## src/rtl/mem_stage_pkg.sv

```systemverilog
// Shared CPU profile constants and pipeline-boundary bus types used by the MEM stage.
package mem_stage_pkg;

    localparam int unsigned XLEN      = 32;
    localparam int unsigned REG_IDX_W = 5;

    // Write-back data source selected by WB
    typedef enum logic [1:0] {
        WB_SEL_ALU = 2'd0,
        WB_SEL_MEM = 2'd1,
        WB_SEL_PC  = 2'd2
    } wb_sel_e;

    // Data-memory access state: nothing in flight / requesting / granted
    typedef enum logic [1:0] {
        IDLE = 2'd0,
        REQ  = 2'd1,
        WAIT = 2'd2
    } mem_fsm_e;

    typedef struct packed {
        logic            mem_ren;
        logic            mem_wen;
        logic [XLEN-1:0] mem_wdata;
    } mem_ctrl_t;

    typedef struct packed {
        logic [REG_IDX_W-1:0] rd_idx;
        logic                 reg_wen;
        wb_sel_e              wb_wdata_sel;
        logic [XLEN-1:0]      alu_result;
        logic [XLEN-1:0]      pc_next;
        mem_ctrl_t            mem;
    } ex_mem_bus_t;

    typedef struct packed {
        logic [REG_IDX_W-1:0] rd_idx;
        logic                 reg_wen;
        wb_sel_e              wb_wdata_sel;
        logic [XLEN-1:0]      alu_result;
        logic [XLEN-1:0]      pc_next;
        logic [XLEN-1:0]      mem_rdata;
    } mem_wb_bus_t;

    // Top-level data-memory hookup
    typedef struct packed {
        logic            req;
        logic            we;
        logic [XLEN-1:0] addr;
        logic [XLEN-1:0] wdata;
    } dmem_req_t;

    typedef struct packed {
        logic            gnt;
        logic            rvalid;
        logic [XLEN-1:0] rdata;
    } dmem_rsp_t;

endpackage

```

## src/rtl/mem_stage.sv

```systemverilog
// MEM pipeline stage: runs word loads/stores on a req/gnt/rvalid port,
// stalls upstream while an access is outstanding, registers the MEM/WB bus.
module mem_stage
    import mem_stage_pkg::*;
(
    input  logic              clk,
    input  logic              rst,
    input  logic              ex_mem_valid_i,
    input  ex_mem_bus_t       ex_mem_i,
    output logic              stall_o,
    output logic              dmem_req_o,
    output logic              dmem_we_o,
    output logic [XLEN-1:0]   dmem_addr_o,
    output logic [XLEN-1:0]   dmem_wdata_o,
    input  logic              dmem_gnt_i,
    input  logic              dmem_rvalid_i,
    input  logic [XLEN-1:0]   dmem_rdata_i,
    output logic              mem_wb_valid_o,
    output mem_wb_bus_t       mem_wb_o
);

    mem_fsm_e    r_state;
    mem_fsm_e    w_state_next;
    mem_wb_bus_t r_mem_wb;
    logic        r_mem_wb_valid;

    logic        w_is_mem;
    logic        w_is_store;
    logic        w_is_load;
    logic        w_complete;

    // Access FSM state register; reset drops any in-flight access
    always_ff @(posedge clk or posedge rst) begin
        if (rst) begin
            r_state <= IDLE;
        end else begin
            r_state <= w_state_next;
        end
    end

    // Decode, completion, stall, memory request and next-state logic
    always_comb begin
        w_is_mem   = ex_mem_valid_i & (ex_mem_i.mem.mem_ren | ex_mem_i.mem.mem_wen);
        // write enable wins if both enables are (illegally) set
        w_is_store = w_is_mem & ex_mem_i.mem.mem_wen;
        w_is_load  = w_is_mem & ~ex_mem_i.mem.mem_wen;
        w_complete = ex_mem_valid_i & ~w_is_mem;
        w_state_next = r_state;

        unique case (r_state)
            IDLE: begin
                if (w_is_mem) begin
                    w_state_next = dmem_gnt_i ? WAIT : REQ;
                end
            end
            REQ: begin
                if (dmem_gnt_i) begin
                    w_state_next = WAIT;
                end
            end
            WAIT: begin
                // gnt is ignored here; only the response moves us on
                if (dmem_rvalid_i) begin
                    w_state_next = IDLE;
                    w_complete   = 1'b1;
                end
            end
            default: begin
                w_state_next = IDLE;
            end
        endcase

        stall_o      = w_is_mem & ~w_complete;
        dmem_req_o   = w_is_mem & (r_state != WAIT);
        dmem_we_o    = ex_mem_i.mem.mem_wen;
        dmem_addr_o  = ex_mem_i.alu_result;
        dmem_wdata_o = ex_mem_i.mem.mem_wdata;
    end

    // MEM/WB register: capture on completion, otherwise inject a bubble
    always_ff @(posedge clk or posedge rst) begin
        if (rst) begin
            r_mem_wb       <= '0;
            r_mem_wb_valid <= 1'b0;
        end else if (w_complete) begin
            r_mem_wb.rd_idx       <= ex_mem_i.rd_idx;
            r_mem_wb.reg_wen      <= ex_mem_i.reg_wen & ~w_is_store;
            r_mem_wb.wb_wdata_sel <= ex_mem_i.wb_wdata_sel;
            r_mem_wb.alu_result   <= ex_mem_i.alu_result;
            r_mem_wb.pc_next      <= ex_mem_i.pc_next;
            r_mem_wb.mem_rdata    <= w_is_load ? dmem_rdata_i : '0;
            r_mem_wb_valid        <= 1'b1;
        end else begin
            r_mem_wb.reg_wen      <= 1'b0;
            r_mem_wb_valid        <= 1'b0;
        end
    end

    assign mem_wb_o       = r_mem_wb;
    assign mem_wb_valid_o = r_mem_wb_valid;

endmodule

```

## config.mk

```make
export PLATFORM = sky130hd
export DESIGN_NAME = mem_stage
export DESIGN_NICKNAME = d
export VERILOG_FILES = /design/src/rtl/mem_stage_pkg.sv /design/src/rtl/mem_stage.sv
export SDC_FILE = /design/constraint.sdc
export NUM_CORES = 1
export LEC_CHECK = 0
export ABC_AREA = 1
export BUFFER_PORTS_ARGS = -buffer_cell sky130_fd_sc_hd__clkbuf_2
export CORE_AREA = 2 2 123 125
export CTS_BUF_LIST = sky130_fd_sc_hd__clkbuf_8
export CTS_CLUSTER_DIAMETER = 150
export DETAILED_ROUTE_END_ITERATION = 10
export DIE_AREA = 0 0 125 127
export HOLD_SLACK_MARGIN = 0.1
export PLACE_DENSITY = 0.67
export SYNTH_ARGS = -nofsm -noshare
export SYNTH_HDL_FRONTEND = slang
export SYNTH_SLANG_ARGS = --single-unit
```

## constraint.sdc

```tcl
create_clock -name clk -period 3 [get_ports clk]
set_input_delay 0.45 -clock clk [delete_from_list [all_inputs] [get_ports clk]]
set_output_delay 0.45 -clock clk [all_outputs]
set_load 0.05 [all_outputs]
```

==> metrics, run 1 <==
CTS tree yes; top post-synthesis cells by area dfrtp_1, nand2_1, buf_4; RSZ-0062 raised after global routing no; Clk pin slew, worst setup/hold paths 110 ps; synthesized instance count 531; final hold vios 0; Critical R2R Launch r_state[1]; status finished clean; Max Fclk 536 MHz; largest net degree at the start of global routing 108; CP startpoint r_state[1]; PD cells 844 nW/um^2; Max rail drop VDD 0.324 mV; fillcell total 1479; worst setup margin 1140 ps; drt wl/cell 12.4 um; Synth Flop Type dfrtp_1; pre-CTS setup slack 1060 ps; leading cell type by number of instances after synthesis nand2_1; total track usage 0.140; Starting Density 0.323; CTS max path bufs 2; count of input and output buffers 250; largest family of logic cells by synthesized area simple AND/OR/NAND/NOR gates; # rows 44; root buffer cell clkbuf_8; P&R area growth vs syn 23.1%; Synth Net Count 674; H-Tree Level Count 3; Max-Cap Viols 0; number of setup buffers added after CTS 0; Final Power 4.84 mW; grt total ovfl 0; Post-DRT Antenna Nets 0; worst relative slew slack 0.300; synth unique cells 13; synthesized area 4650 sq um; die area 15900 sq um; # IOs 315; Slew Limit Fails 0; Final Setup Violations 0; share of flip-flops with an asynchronous set or reset 1.00; Nets 850; Leakage 3.51 nW; vias in the first global route 3660; CP endpoint kind output port; via count 3825; clock sink count 107; Post-synth EDFFs 0; Num CTS Buffers 9; Hold WC Path Type in2async; largest fanout on the critical path 4; sequential share of the synthesized area 0.576; fin crit period 1860 ps; multiplexer share of the synthesized area 0; Die W 125 um; Post-Synth Simple-Gate Area 0.270; DRC Markers 0; CP Class reg2out; Clock Latency Late Sink 370 ps; initial antenna violation count 0; Vert. Die Dim 127 um; Synth area leader dfrtp_1; share of cells above drive strength 1 0.388; Syn Area/Cell 8.76 sq um; Compound-Gate Fraction of Synth Area 0.00484; Post-Synth XOR/XNOR Area 0; Clock Skew 15.6 ps; fraction of synthesized cell area taken by the top area cell type 0.576; setup TNS 0 ps; CTS Hold Buffers Added 0; global-route wire length before repair 18000 um; FF/Latch Area 2680 sq um; Antenna diodes 0; worst-margin pin slew 1050 ps; vias per cell 4.27; crit path launch type flop; CP required 2550 ps; fin crit share 0.622; DRT Wirelength 11100 um; TritonRoute pass-1 iters 4; Synth top cells by count nand2_1, dfrtp_1, buf_4; Starting DRT DRC Count 117; post_cts resized 0; post-synthesis adder-cell area fraction 0; core area 14400 sq um; flops & latches, synth 107; routability cong. 0.720; multi-input combinational cell area 1280 sq um; arrival time at the worst endpoint 1410 ps; Synth Warn # 0; dpl hpwl 7920 um
## per-layer routing
layer / up-vias / part of all wire / GRT usage
met2: 174 / 0.47 / 0.221
met3: 26 / 0.079 / 0.0415
met4: 0 / 0.024 / 0.0719
met5: - / 0 / 0
li1: 1903 / - / -
met1: 1722 / 0.43 / 0.175
## placed cells by master (no fill, tap or decap)
master	synthesis	routed
buf_12	0	1
inv_1	5	5
nor2_1	6	6
o21ai_0	3	3
clkinv_2	0	1
clkinvlp_4	0	2
dfrtp_1	107	107
bufinv_16	0	1
inv_6	0	2
nand2_2	2	1
o21bai_1	1	1
nand2_1	281	281
inv_2	3	2
nand2_4	0	1
clkbuf_8	0	9
clkbuf_2	0	250
clkinv_4	0	2
buf_4	71	4
nand3_1	33	33
## logic make-up after synthesis
kind of cell    count (synthesis)
simple gates                  322
flops                         107
buf+inv                        98
compound gates                  4
## sequential cells by signal (all words and copies together), names as in the netlist
name and count:
mem_wb_valid_o 1, r_state 2, mem_wb_o 104
## final timing paths
path	end	slack (ps)	depth (start not counted)
min in group clk	mem_wb_o[43]	270	3
setup / recovery	stall_o	1140	6
max in group asynchronous	mem_wb_o[52]	2310	3
hold / removal	mem_wb_o[47]	180	3
setup reg to reg	mem_wb_o[22]	1150	8
hold reg to reg	mem_wb_o[60]	480	2
## final cells by class
cell class,instances,area share
tap,184,0.0402
clock buffer,9,0.0216
multi-input combinational,326,0.224
inverter,8,0.00612
clock inverter,7,0.0133
timing repair buffer,255,0.227
sequential,107,0.468
## worst max-delay path, cell delays in order, from the launching register on
cell,delay (ps)
dfrtp_1,390
nand2_1,110
inv_2,50
nand2_2,70
nand2_4,60
nor2_1,80
clkbuf_2,280
## per-stage QoR
step                hold WS, ps  area (sq um)  utilization  cells
CTS                         214          5730        0.397    896
finish                      177          5730        0.397    896
global route                245          5730        0.397    896
floorplan                   496          4660            -    531
detailed placement          457          5530        0.383    880
global placement            453          5530        0.383    880
## power breakdown
part	internal, mW	switching [mW]
clock	0.392	0.498
sequential	1.74	0.165
combinational	0.403	1.63
total	2.54	2.30
Power figures use the tool's default switching activity.
==> run 2: changes to the inputs <==
Settings changed: ABC_AREA 1 to 0, CORE_AREA 2 2 123 125 to 2 2 121 123, DIE_AREA 0 0 125 127 to 0 0 123 125, PLACE_DENSITY 0.67 to 0.7.
Clock period 3 ns to 1.7 ns, I/O delays scaled along.
==> run 2 against run 1 <==
Clock power rose by 73%; first-iteration DRC count fell by 41%; synthesized area rose by 3.0%; wire length rose by 12%; register-to-register slack got worse by 1100 ps; via count fell by 8.2%; non-clock buffer count rose by 103; flip-flop and latch count did not move; combinational power rose by 100%; synthesized cell count fell by 42%; largest power group unchanged.
==> metrics, run 2 <==
Clock Skew 16.2 ps (+0.624 ps); Vert. Die Dim 125 um (-1.6%); multi-input combinational cell area 1430 sq um (+11%); CTS max path bufs 2 (unchanged); flops & latches, synth 107 (unchanged); drt wl/cell 15.8 um (+28%); Synth Flop Type dfrtp_1; most common cell after layout, fill and taps aside clkbuf_2; dpl hpwl 8150 um (+2.9%); Starting DRT DRC Count 69 (-41%); switching power 4.01 mW (+74%); CP endpoint kind flop; power share of the clock group 0.168 (-0.016); global-route wire length before repair 19000 um (+5.6%); Hold WC Path Type in2reg; Starting Density 0.337 (+0.0149); vias per cell 4.47 (+4.7%); max reg flops 104 (unchanged); share of cells above drive strength 1 0.604 (+0.216); Slew Limit Fails 0 (unchanged); RSZ-0062 raised after global routing yes; die area 15400 sq um (-3.1%); CP required 1960 ps (-590 ps); vias in the first global route 3838 (+4.9%); DRC Markers 0 (unchanged); CTS tree yes; arrival time at the worst endpoint 1890 ps (+480 ps); # rows 44 (unchanged); final hold vios 0 (unchanged); worst relative slew slack 0.607 (+0.307); crit path launch type flop; Switching Share 0.439 (-0.0362); Syn Area/Cell 15.7 sq um (+79%); Compound-Gate Fraction of Synth Area 0.0653 (+0.0604); initial antenna violation count 0 (unchanged); status finished clean; fin crit period 1630 ps; TritonRoute pass-1 iters 4 (unchanged); Nets 739 (-13%); DRT Wirelength 12400 um (+12%); Post-DRT Antenna Nets 0 (unchanged); Seq pwr share 0.375 (-0.020); commonest non-fill, non-tap cells in the layout clkbuf_2, dfrtp_1, dlygate4sd3_1; via count 3510 (-8.2%); count of input and output buffers 250 (unchanged); Max-Cap Viols 0 (unchanged); share of flip-flops with an asynchronous set or reset 1.00 (unchanged); post-synthesis adder-cell area fraction 0 (unchanged); synth unique cells 20 (+7); M1 WL 4510 um (-5.2%); clock sink count 107 (unchanged); Post-Synth Simple-Gate Area 0.00966 (-0.260); core area 14200 sq um (-1.5%); Die W 123 um (-1.6%); final design utilization 0.485 (+0.0876); # IOs 315 (unchanged); Max Fclk 613 MHz; sequential share of the synthesized area 0.559 (-0.0168); Final Setup Violations 0 (unchanged); worst-margin pin slew 583 ps (-467 ps); H-Tree Level Count 3 (unchanged); Placed Instance Area 5800 sq um (+4.9%); fin crit share 0.960; Synth Net Count 449 (-33%); Top Metal Used met4; Antenna diodes 0 (unchanged); synthesized area 4790 sq um (+3.0%); Synth Warn # 0 (unchanged); CP Class reg2reg; Clk pin slew, worst setup/hold paths 110 ps (about the same); PD cells 1330 nW/um^2 (+57%); grt total ovfl 0 (unchanged); FF/Latch Area 2680 sq um (unchanged); P&R area growth vs syn 43.7%; Post-Synth XOR/XNOR Area 0 (unchanged); routability cong. 0.723 (+0.35%); fillcell total 1254 (-15%); combinational share of power 0.456 (+0.035); largest net degree at the start of global routing 103 (-4.6%); met3 routed WL 935 um (+7.2%); root buffer cell clkbuf_8; Synth area leader dfrtp_1; synthesized instance count 306 (-42%); total track usage 0.161 (+0.0217); Max rail drop VDD 0.474 mV (+46%); largest fanout on the critical path 27 (+23); largest family of logic cells by synthesized area multiplexers; Layout Cell Area excl Fill 6880 sq um (+20%); Clock Latency Late Sink 380 ps (about the same); Leakage 3.64 nW (+3.9%); WL met2 6440 um (+24%); Synth top cells by count dfrtp_1, mux2_4, buf_4; Num CTS Buffers 9 (unchanged); leading cell type by number of instances after synthesis dfrtp_1; Post-synth EDFFs 0 (unchanged); Power Internal 5.13 mW (+100%); fraction of synthesized cell area taken by the top area cell type 0.559 (-0.0168); multiplexer share of the synthesized area 0.220 (+0.220); top post-synthesis cells by area dfrtp_1, mux2_4, buf_4
## run 2: final cells by class
class	instances	area share
Sequential cell	107	0.389
Timing Repair Buffer	358	0.336
Multi-Input combinational cell	115	0.207
Tap cell	184	0.0334
Clock buffer	12	0.0240
Inverter	5	0.00509
Clock inverter	4	0.00473
## run 2: through the flow
| step | power, mW | std cells | setup TNS (ps) | worst slack [ps] | hold WS, ps |
|---|---|---|---|---|---|
| after global routing | 9.54 | 785 | -42.6 | -15.9 | 102 |
| final | 9.13 | 785 | 0 | 67.4 | 129 |
| after detailed placement | 7.48 | 682 | 0 | 66.1 | 159 |
| after global placement | 7.39 | 682 | 0 | 106 | 158 |
| after CTS | 9.20 | 783 | 0 | 14.1 | 100 |
| after floorplan | 6.78 | 306 | 0 | 157 | 321 |
## run 2: worst paths after layout
kind	endpoint	from	depth (start not counted)	slack [ps]
setup / recovery	mem_wb_o[81]	r_state[1]	5	70
hold / removal	mem_wb_o[78]	ex_mem_i[80]	2	130
setup reg to reg	mem_wb_o[81]	r_state[1]	5	70
hold reg to reg	mem_wb_o[43]	mem_wb_o[43]	1	510
max in group asynchronous	mem_wb_o[64]	rst	4	600
min in group asynchronous	mem_wb_o[9]	rst	3	310
## run 2: power by group through the flow
| stage | Sequential [mW] | Clock [mW] | Combinational [mW] |
|---|---|---|---|
| 2_1_floorplan | 5.30 | 0 | 1.48 |
| 3_3_place_gp | 3.44 | 0 | 3.95 |
| 3_5_place_dp | 3.47 | 0 | 4.01 |
| 4_1_cts | 3.42 | 1.60 | 4.18 |
| 5_1_grt | 3.49 | 1.71 | 4.33 |
| 6_report | 3.43 | 1.54 | 4.17 |
## run 2: cell families after synthesis
family	count (synthesis)
flip-flops	107
AND/OR/NAND/NOR	7
multiplexers	71
AO/OA/AOI/OAI	37
buffers and inverters	84
## run 2: worst max-delay path, cell delays in order, from the launching register on
cell and delay, ps:
dfrtp_1 420, nand3b_1 130, o21a_1 310, inv_12 130, buf_4 190, mux2_4 300
## run 2: routing by layer
layer / up-vias / GRT usage
met5: - / 0
met2: 173 / 0.293
met1: 1712 / 0.161
met3: 50 / 0.0415
li1: 1575 / -
met4: 0 / 0.100
## run 2: what timing repair did
| item | CTS | global route |
|---|---|---|
| endpoints found under the hold margin | 89 | 2 |
| resized for setup | 5 | 1 |
| setup buffers | 1 | 0 |
| setup endpoints to repair | 1 | 6 |
| hold buffers | 84 | 2 |
==> run 3: changes to the inputs <==
--- a/config.mk
+++ b/config.mk
@@ -15,2 +15,3 @@
 export HOLD_SLACK_MARGIN = 0.1
+export MAX_ROUTING_LAYER = met4
 export PLACE_DENSITY = 0.7
==> constraint.sdc (replaced) <==
create_clock -name clk -period 1.7 [get_ports clk]
set_input_delay 0 -clock clk [delete_from_list [all_inputs] [get_ports clk]]
set_output_delay 0 -clock clk [all_outputs]
set_load 0.05 [all_outputs]
==> run 3 against run 2 <==
The flow now stops in 4_1_cts; synthesized area stayed put; synthesized cell count did not move.
==> metrics, run 3 <==
number of setup buffers added after CTS 0 (-1); Synth Warn # 0 (unchanged); dpl hpwl 8020 um (-1.6%); synthesized instance count 306 (unchanged); Synth Net Count 449 (unchanged); count of input and output buffers 250 (unchanged); flops & latches, synth 107 (unchanged); Vert. Die Dim 125 um (unchanged); largest family of logic cells by synthesized area multiplexers; Synth area leader dfrtp_1; Post-Synth XOR/XNOR Area 0 (unchanged); post-synthesis adder-cell area fraction 0 (unchanged); H-Tree Level Count 3 (unchanged); fraction of synthesized cell area taken by the top area cell type 0.559 (unchanged); # rows 44 (unchanged); Fail Step 4_1_cts; CTS max path bufs 2 (unchanged); Num CTS Buffers 9 (unchanged); leading cell type by number of instances after synthesis dfrtp_1; multiplexer share of the synthesized area 0.220 (unchanged); Error [ERROR RSZ-0060] Max buffer count reached.; Die W 123 um (unchanged); Compound-Gate Fraction of Synth Area 0.0653 (unchanged); status stopped before the end; root buffer cell clkbuf_8; CTS Hold Buffers Added 138 (+64%); pre-CTS setup slack 111 ps (+44.5 ps); synthesized area 4790 sq um (unchanged); synth unique cells 20 (unchanged); clock sink count 107 (unchanged); sequential share of the synthesized area 0.559 (unchanged); Post-synth EDFFs 0 (unchanged); Starting Density 0.337 (unchanged); Post-Synth Simple-Gate Area 0.00966 (unchanged); share of flip-flops with an asynchronous set or reset 1.00 (unchanged); post_cts resized 0 (-5); Syn Area/Cell 15.7 sq um (unchanged); Synth Flop Type dfrtp_1; routability cong. 0.754 (+4.3%); top post-synthesis cells by area dfrtp_1, mux2_4, buf_4; # IOs 315 (unchanged); Synth top cells by count dfrtp_1, mux2_4, buf_4
==> run 3: kinds of logic after synthesis <==
kind of cell | after synthesis
flip-flops | 107
multiplexers | 71
AO/OA/AOI/OAI | 37
buffers and inverters | 84
AND/OR/NAND/NOR | 7
==> run 3: metrics by stage <==
stage	std cells	instance area (sq um)	hold WS [ps]
after global placement	672	5750	-96.1
after detailed placement	672	5750	-93.7
after floorplan	306	4800	65.6
==> run 4: changes to the inputs <==
Settings changed: CORE_AREA 2 2 121 123 to 2 2 123 125, CTS_BUF_LIST sky130_fd_sc_hd__clkbuf_8 to not set, CTS_CLUSTER_DIAMETER 150 to not set, DIE_AREA 0 0 123 125 to 0 0 125 127, HOLD_SLACK_MARGIN 0.1 to not set, MAX_ROUTING_LAYER met4 to not set, PLACE_DENSITY 0.7 to not set, PLACE_DENSITY_LB_ADDON set to 0.15.
Clock period 1.7 ns to 2.2 ns, I/O delays scaled along.
==> run 4 against run 3 <==
The run now ends clean.
==> metrics, run 4 (synthesized netlist as in run 2, its figures left out) <==
status finished clean; CP Class reg2reg; Num CTS Buffers 9 (unchanged); worst relative slew slack 0.619; largest net degree at the start of global routing 108; Max Fclk 480 MHz; worst-margin pin slew 572 ps; critical path's largest stage delay 540 ps; vias in the first global route 3658; Worst path slowest cell dlygate4sd3_1; initial antenna violation count 0; core area 14400 sq um; final hold vios 0; PD cells 1080 nW/um^2; crit path launch type flop; arrival time at the worst endpoint 2310 ps; Max-Cap Viols 0; Vert. Die Dim 127 um (+1.6%); most common cell after layout, fill and taps aside clkbuf_2; total track usage 0.151; Final Power 7.71 mW; fin crit share 0.947; Clock Skew 4.02 ps; DRC Markers 0; grt total ovfl 0; # IOs 315 (unchanged); Reg2Reg Depth 6; via count 3466; TritonRoute pass-1 iters 4; Leakage 3.73 nW; Final Non-Filler Cells 793; share of cells above drive strength 1 0.571; Layout Cell Area excl Fill 7170 sq um; Reg2Reg Setup Slack 120 ps; Final Setup Violations 0; CP endpoint kind flop; max reg flops 104; Antenna diodes 0; CTS tree yes; Max rail drop VDD 0.434 mV; commonest non-fill, non-tap cells in the layout clkbuf_2, dlygate4sd3_1, dfrtp_1; Hold WC Path Type in2out; clock sink count 107 (unchanged); CTS max path bufs 2 (unchanged); RSZ-0062 raised after global routing no; Slew Limit Fails 0; Starting DRT DRC Count 137; CP startpoint r_state[1]; CP required 2430 ps; Placed Instance Area 5720 sq um (-0.52%); H-Tree Level Count 3 (unchanged); Starting Density 0.332 (-0.00515); Nets 747; Critical R2R Launch r_state[1]; Post-DRT Antenna Nets 0; placed cell count 668 (-0.60%); Fin Hold WS 0.0220 ps; setup TNS 0 ps; largest fanout on the critical path 22; dpl hpwl 7860 um (-2.0%); CP Cell Sequence nand3b_1 -> o21a_4 -> bufinv_16 -> buf_12 -> and3_1 -> dlygate4sd3_1; fin crit period 2080 ps; global-route wire length before repair 19100 um; Clk pin slew, worst setup/hold paths 70 ps; RR Endpoint mem_wb_o[98]; DRT Wirelength 12300 um; die area 15900 sq um; Die W 125 um (+1.6%); routability cong. 0.801 (+6.1%); end of the critical path mem_wb_o[98]; count of input and output buffers 250 (unchanged); P&R area growth vs syn 49.6%; drt wl/cell 15.5 um; root buffer cell clkbuf_16; vias per cell 4.37; Clock Latency Late Sink 340 ps; # rows 44 (unchanged)
run 4: worst min path at each step:
stage	depth (start not counted)	endpoint	slack, ps	from
after floorplan	1	r_state[0]	70	dmem_gnt_i
after global placement	0	dmem_wdata_o[26]	0.3	ex_mem_i[26]
after detailed placement	0	dmem_wdata_o[26]	0.3	ex_mem_i[26]
after CTS	0	dmem_wdata_o[26]	0.3	ex_mem_i[26]
after global routing	0	dmem_wdata_o[21]	0.07	ex_mem_i[21]
final	0	dmem_wdata_o[15]	0.02	ex_mem_i[15]
run 4: final cells by class:
type / count / area (sq um)
fill: 1233 / 7250
sequential: 107 / 2680
timing repair buffer: 365 / 2430
multi-input combinational: 115 / 1430
tap: 184 / 230
clock buffer: 10 / 229
clock inverter: 6 / 114
inverter: 5 / 48.8
timing repair inverter: 1 / 8.76
run 4: worst max-delay path, delay by kind of cell (launching register included):
kind,cells,cell delay (ps)
simple gates,2,370
compound gates,1,230
buf+inv,3,960
flops,1,410
run 4: metrics by stage:
| step | util | worst slack, ps |
|---|---|---|
| global placement | 0.396 | 418 |
| finish | 0.497 | 117 |
| floorplan | - | 751 |
| CTS | 0.495 | 51.1 |
| global route | 0.497 | 3.68 |
| detailed placement | 0.396 | 382 |
run 4: repair_timing:
action	CTS	global route
hold endpoints to repair	213	0
setup buffers	0	0
setup endpoints to repair	0	1
hold buffers	108	0
resized for setup	0	3
run 4: metal layers:
layer  share of wire  routed length, um  track usage  vias to the layer above
met5               0                  0            0                        -
met4           0.021                257       0.0673                        0
met3           0.082               1000       0.0469                       18
met2            0.48               5870        0.246                      195
met1            0.42               5140        0.186                     1653
li1                -                  -            -                     1600
run 4: power breakdown:
group	internal, mW	leakage (nW)	switching [mW]
Clock	1.12	0.159	0.733
Sequential	2.38	1.33	0.230
Combinational	1.08	2.25	2.17
